### src/rtl/lsu_pkg.sv
// Shared types for the load/store unit: FSM states, access sizes, RV32I funct3 codes.
package lsu_pkg;

    typedef enum logic [1:0] {
        ST_IDLE = 2'd0,
        ST_REQ  = 2'd1,
        ST_WAIT = 2'd2,
        ST_RESP = 2'd3
    } lsu_state_e;

    typedef enum logic [1:0] {
        SZ_BYTE = 2'd0,
        SZ_HALF = 2'd1,
        SZ_WORD = 2'd2
    } lsu_size_e;

    localparam logic [2:0] F3_LB  = 3'b000;
    localparam logic [2:0] F3_LH  = 3'b001;
    localparam logic [2:0] F3_LW  = 3'b010;
    localparam logic [2:0] F3_LBU = 3'b100;
    localparam logic [2:0] F3_LHU = 3'b101;
    localparam logic [2:0] F3_SB  = 3'b000;
    localparam logic [2:0] F3_SH  = 3'b001;
    localparam logic [2:0] F3_SW  = 3'b010;

    // Encoding 2'b11 is never legal, so folding it into word size is harmless.
    function automatic lsu_size_e size_of(input logic [2:0] funct3);
        case (funct3[1:0])
            2'b00:   size_of = SZ_BYTE;
            2'b01:   size_of = SZ_HALF;
            default: size_of = SZ_WORD;
        endcase
    endfunction

    function automatic logic funct3_legal(input logic we, input logic [2:0] funct3);
        if (we)
            funct3_legal = (funct3 == F3_SB) || (funct3 == F3_SH) || (funct3 == F3_SW);
        else
            funct3_legal = (funct3 == F3_LB) || (funct3 == F3_LH) || (funct3 == F3_LW) ||
                           (funct3 == F3_LBU) || (funct3 == F3_LHU);
    endfunction

endpackage

### src/rtl/lsu_align.sv
// Combinational lane steering: byte enables, replicated store data, load extension, misalignment.
// With LSU_MISALIGN_TRAP_EN unaligned half/word accesses flag; otherwise the offset is masked per size.
module lsu_align
    import lsu_pkg::*;
(
    input  logic [2:0]  funct3,
    input  logic [1:0]  offset,
    input  logic [31:0] wdata,
    input  logic [31:0] rdata,
    output logic [3:0]  be,
    output logic [31:0] lane_wdata,
    output logic        misaligned,
    output logic [31:0] load_data
);

    lsu_size_e   size;
    logic [1:0]  off;
    logic [31:0] shifted;

    always_comb begin
        size       = size_of(funct3);
        off        = offset;
        misaligned = 1'b0;
`ifdef LSU_MISALIGN_TRAP_EN
        case (size)
            SZ_HALF: misaligned = offset[0];
            SZ_WORD: misaligned = |offset;
            default: misaligned = 1'b0;
        endcase
`else
        case (size)
            SZ_HALF: off = {offset[1], 1'b0};
            SZ_WORD: off = 2'b00;
            default: off = offset;
        endcase
`endif
        case (size)
            SZ_BYTE: begin
                be         = 4'b0001 << off;
                lane_wdata = {4{wdata[7:0]}};
            end
            SZ_HALF: begin
                be         = 4'b0011 << off;
                lane_wdata = {2{wdata[15:0]}};
            end
            default: begin
                be         = 4'b1111;
                lane_wdata = wdata;
            end
        endcase

        // funct3[2] marks the unsigned load variants.
        shifted = rdata >> {off, 3'b000};
        case (size)
            SZ_BYTE: load_data = {{24{shifted[7]  & ~funct3[2]}}, shifted[7:0]};
            SZ_HALF: load_data = {{16{shifted[15] & ~funct3[2]}}, shifted[15:0]};
            default: load_data = shifted;
        endcase
    end

endmodule

### src/rtl/load_store_unit.sv
// Execute-stage LSU running one memory op at a time; LSU_MISALIGN_TRAP_EN enables misalignment faults.
// Latency: fault 1, store 2, load 3 cycles minimum; stalls on mem_ready_i / mem_rvalid_i, req_ready_o low while busy.
module load_store_unit
    import lsu_pkg::*;
#(
    parameter int ADDR_W = 32
) (
    input  logic              clk_i,
    input  logic              rst_i,
    input  logic              req_valid_i,
    output logic              req_ready_o,
    input  logic              req_we_i,
    input  logic [2:0]        req_funct3_i,
    input  logic [ADDR_W-1:0] req_addr_i,
    input  logic [31:0]       req_wdata_i,
    input  logic [4:0]        req_rd_i,
    output logic              mem_valid_o,
    input  logic              mem_ready_i,
    output logic [ADDR_W-1:0] mem_addr_o,
    output logic              mem_we_o,
    output logic [3:0]        mem_be_o,
    output logic [31:0]       mem_wdata_o,
    input  logic              mem_rvalid_i,
    input  logic [31:0]       mem_rdata_i,
    output logic              done_o,
    output logic              fault_o,
    output logic              wb_we_o,
    output logic [4:0]        wb_rd_o,
    output logic [31:0]       wb_data_o
);

    lsu_state_e  state, state_nxt;
    logic        we_q, fault_q;
    logic [2:0]  funct3_q;
    logic [1:0]  off_q;
    logic [4:0]  rd_q;
    logic [31:0] data_q;

    logic        accept, acc_fault;
    logic [2:0]  al_funct3;
    logic [1:0]  al_off;
    logic [3:0]  al_be;
    logic [31:0] al_wdata, al_load;
    logic        al_mis;

    assign req_ready_o = (state == ST_IDLE);
    assign accept      = req_valid_i & req_ready_o;

    // One aligner serves both directions: live request fields while idle, latched fields afterwards.
    assign al_funct3 = req_ready_o ? req_funct3_i    : funct3_q;
    assign al_off    = req_ready_o ? req_addr_i[1:0] : off_q;

    lsu_align u_align (
        .funct3     (al_funct3),
        .offset     (al_off),
        .wdata      (req_wdata_i),
        .rdata      (mem_rdata_i),
        .be         (al_be),
        .lane_wdata (al_wdata),
        .misaligned (al_mis),
        .load_data  (al_load)
    );

    assign acc_fault = !funct3_legal(req_we_i, req_funct3_i) || al_mis;

    always_comb begin
        state_nxt = state;
        case (state)
            ST_IDLE: if (accept)       state_nxt = acc_fault ? ST_RESP : ST_REQ;
            ST_REQ:  if (mem_ready_i)  state_nxt = we_q ? ST_RESP : ST_WAIT;
            ST_WAIT: if (mem_rvalid_i) state_nxt = ST_RESP;
            default:                   state_nxt = ST_IDLE;
        endcase
    end

    always_ff @(posedge clk_i or posedge rst_i) begin
        if (rst_i) state <= ST_IDLE;
        else       state <= state_nxt;
    end

    always_ff @(posedge clk_i or posedge rst_i) begin
        if (rst_i) begin
            mem_valid_o <= 1'b0;
            mem_addr_o  <= '0;
            mem_we_o    <= 1'b0;
            mem_be_o    <= 4'b0000;
            mem_wdata_o <= 32'd0;
            we_q        <= 1'b0;
            fault_q     <= 1'b0;
            funct3_q    <= 3'b000;
            off_q       <= 2'b00;
            rd_q        <= 5'd0;
            data_q      <= 32'd0;
        end else begin
            mem_valid_o <= (state_nxt == ST_REQ);
            if (accept) begin
                we_q     <= req_we_i;
                fault_q  <= acc_fault;
                funct3_q <= req_funct3_i;
                off_q    <= req_addr_i[1:0];
                rd_q     <= req_rd_i;
                data_q   <= 32'd0;
                if (!acc_fault) begin
                    mem_addr_o  <= {req_addr_i[ADDR_W-1:2], 2'b00};
                    mem_we_o    <= req_we_i;
                    mem_be_o    <= al_be;
                    mem_wdata_o <= al_wdata;
                end
            end
            if ((state == ST_WAIT) && mem_rvalid_i)
                data_q <= al_load;
        end
    end

    assign done_o    = (state == ST_RESP);
    assign fault_o   = done_o & fault_q;
    assign wb_we_o   = done_o & ~we_q & ~fault_q;
    assign wb_rd_o   = rd_q;
    assign wb_data_o = data_q;

endmodule

### config.mk
export PLATFORM = sky130hd
export DESIGN_NAME = load_store_unit
export DESIGN_NICKNAME = d
export VERILOG_FILES = /design/src/rtl/lsu_pkg.sv /design/src/rtl/lsu_align.sv /design/src/rtl/load_store_unit.sv
export SDC_FILE = /design/constraint.sdc
export NUM_CORES = 1
export LEC_CHECK = 0
export ABC_AREA = 0
export CAP_MARGIN = 20
export CORE_MARGIN = 4
export CORE_UTILIZATION = 43
export DETAILED_ROUTE_END_ITERATION = 8
export GPL_TIMING_DRIVEN = 0
export PLACE_DENSITY_LB_ADDON = 0.3
export SLEW_MARGIN = 20
export SYNTH_ARGS = -nofsm -noshare
export SYNTH_HDL_FRONTEND = slang
export SYNTH_SLANG_ARGS = --single-unit
### constraint.sdc
create_clock -name clk_i -period 4.35 [get_ports clk_i]
set_input_delay 0.435 -clock clk_i [delete_from_list [all_inputs] [get_ports clk_i]]
set_output_delay 0.435 -clock clk_i [all_outputs]
set_load 0.02 [all_outputs]
==> metrics.yaml <==
grt:
  grt_max_degree: 80
  antenna_found_initial: 0
  grt_pass1_wl_mm: 26.2
  grt_util_all_layers: 0.236
  grt-ovfl-total: 0
  grt_pass1_vias: 4982
sta:
  whs_ns: 0.387
  slew-limit-headroom: 0.294
  fin_crit_sh: 0.696
  report.final.slew_viol_count: 0
  rsz0062_at_grt: "no"
  fmax_mhz: 330
  worst_pin_slew_ns: 1.05
  fin_crit_ns: 3.03
  setup_viol: 0
  hold_viol: 0
  finClkSkew_ns: 0.00945
synth:
  synth_mux_area_frac: 0.213
  ys_types: 37
  synth_top_area_cell: "dfrtp_1"
  yosys.area_share.xor_xnor: 0
  yosysMostFrequentCell: "dfrtp_1"
  postSynthCellCount: 455
  ys_seq_elements: 114
  ys_top_cells_by_count: "dfrtp_1, mux2i_1, o21ai_0"
  synth_top_family_by_area: "multiplexers"
  async_flop_share: 1.00
  syn_area_um2: 5340
  synth_compound_area_frac: 0.150
  synth_top_area_share: 0.534
  synth_edf_count: 0
  synth_fa_ha_area_frac: 0
  syn_area_per_cell_um2: 11.7
  synthFlopType: "dfrtp_1"
  synth.yosys.seq_area_share: 0.534
  synthSimpleGateAreaFrac: 0.0682
  synthTopCellsByArea: "dfrtp_1, mux2i_1, mux2_2, o21ai_0, a22o_1"
  yosysWarnings: 0
routing:
  drt_first_pass_iters: 4
  wirelength_mm: 16.7
  route.detailed.drc: 0
  drt_iter0_markers: 310
  ant_nets: 0
  via_per_inst: 5.26
  wl_per_cell_um: 19.1
  vias: 4600
clock_tree:
  clk_pin_slew_ns: 0.05
  cts.repair.resized: 0
  postCtsSetupBuffers: 0
  cts_tree: "yes"
  hold_buffers: 0
  cts-root-buf: "clkbuf_16"
  clk_latency_ns: 0.41
  numCtsBuffers: 17
  h-tree-depth: 4
  clk_path_buf_depth: 2
  clock_sinks: 114
power_and_ir_drop:
  clkPwrFrac: 0.204
  switchingPower_mw: 2.46
  irDropWorstVdd_v: 0.000469
  power-per-cell-area_nw_per_um2: 773
  combinationalPowerShare: 0.514
  internal_power_mw: 3.98
  p_leak_nw: 3.66
  pwr-share-seq: 0.281
  p_sw_frac: 0.382
die:
  die-area_um2: 14300
  rows: 40
  die_y_um: 119
  initial_core_util: 0.443
  coreArea_um2: 12100
  fp.dieW_um: 119
  num_io_pins: 221
finish:
  syn2layout_area_growth_pct: 55.9
  layout.nets: 804
  n_fill_cell: 887
  fin_area_um2: 8320
  antenna_cells: 0
  drive_gt1_frac: 0.137
  fin_util: 0.690
place:
  portBuffers: 218
  place_area_um2: 7770
  dpl.hpwl_mm: 12.7
  place_congestion: 0.906
setup_path:
  cp.depth: 7
  worstPathCellList: "buf_2 > nor2_1 > clkbuf_1 > mux2i_1 > clkbuf_1 > mux2i_1 > o21ai_0"
  endpoint_kind: "register"
  reg2reg_depth: 7
  critPathLaunchType: "register"
  slowest_delay_ns: 0.60
  crit_fanout: 10
  crit_arrival_ns: 3.30
  critPathKind: "reg2reg"
  required_ns: 4.62
  path_buf_inv: 3
  cp_top_family: "buffers and inverters"
  slowest_stage: "mux2i_1"
status:
  outcome: "finished clean"
flow_run:
  max_cap_viol_count: 0
min_path:
  hold_path.class: "in2async"
-- state kept, by name (all words and copies together) (netlist names) --
signal and flops:
mem_wdata_o 32, mem_be_o 4, mem_addr_o 30, funct3_q 3, off_q 2, state 2, mem_we_o 1, wb_rd_o 5
we_q 1, mem_valid_o 1, wb_data_o 32, fault_q 1
-- area by class of cell --
type / count / area, µm² / area share
plain buffers: 34 / 163 / 0.0195
clock buffers: 25 / 475 / 0.0571
repair buffers: 219 / 2210 / 0.265
flip-flops and latches: 114 / 2850 / 0.343
inverters: 6 / 27.5 / 0.00331
well taps: 168 / 210 / 0.0253
clock inverters: 6 / 80.1 / 0.00962
multi-input cells: 302 / 2300 / 0.277
-- power by group through the flow --
stage / Combinational, mW / Clock, mW / Sequential [mW]
floorplan: 1.37 / 0 / 2.32
global placement: 3.25 / 0 / 1.80
detailed placement: 3.31 / 0 / 1.83
CTS: 3.33 / 1.33 / 1.81
global route: 3.53 / 1.39 / 1.87
finish: 3.31 / 1.31 / 1.81
-- kinds of logic after synthesis --
group                  after synthesis
DFF                                114
AOI/OAI and AO/OA                  112
muxes                              107
and+or+nand+nor                     81
buffers and inverters               40
other                                1
-- layout by cell type, fill, tap and decap left out, drive strengths merged, types with 3 or more instances in the layout --
| master | n |
|---|---|
| a2111oi | 8 |
| a21oi | 20 |
| a22o | 19 |
| and2 | 3 |
| buf | 11 |
| clkbuf | 49 |
| clkdlybuf4s50 | 218 |
| clkinv | 4 |
| dfrtp | 114 |
| inv | 6 |
| mux2 | 48 |
| mux2i | 59 |
| nand2 | 42 |
| nand3 | 9 |
| nor2 | 17 |
| o21ai | 54 |
-- final timing paths --
check	startpoint	end	slack, ns
setup / recovery	state[0]	mem_wdata_o[20]	1.32
hold reg to reg	mem_wdata_o[21]	mem_wdata_o[21]	0.48
setup reg to reg	state[0]	mem_wdata_o[20]	1.32
min in group clk_i	mem_wdata_o[21]	mem_wdata_o[21]	0.48
hold / removal	rst_i	mem_addr_o[27]	0.39
max in group asynchronous	rst_i	wb_data_o[1]	3.26
-- metal layers --
| layer | vias to the layer above | GRT usage | wire length [µm] |
|---|---|---|---|
| li1 | 2122 | - | - |
| met1 | 2233 | 0.269 | 6390 |
| met2 | 211 | 0.389 | 8220 |
| met3 | 34 | 0.0964 | 1600 |
| met4 | 0 | 0.106 | 514 |
| met5 | - | 0 | 0 |
-- per-stage QoR --
stage / TNS, ns / total power [mW] / std cells / setup WS, ns
finish: 0 / 6.44 / 874 / 1.32
global route: 0 / 6.79 / 874 / 1.03
CTS: 0 / 6.48 / 874 / 1.33
detailed placement: 0 / 5.14 / 843 / 1.15
global placement: -90.03 / 5.05 / 842 / -0.799
floorplan: 0 / 3.69 / 456 / 0.899
No activity file was read; power rests on OpenSTA's default activity.
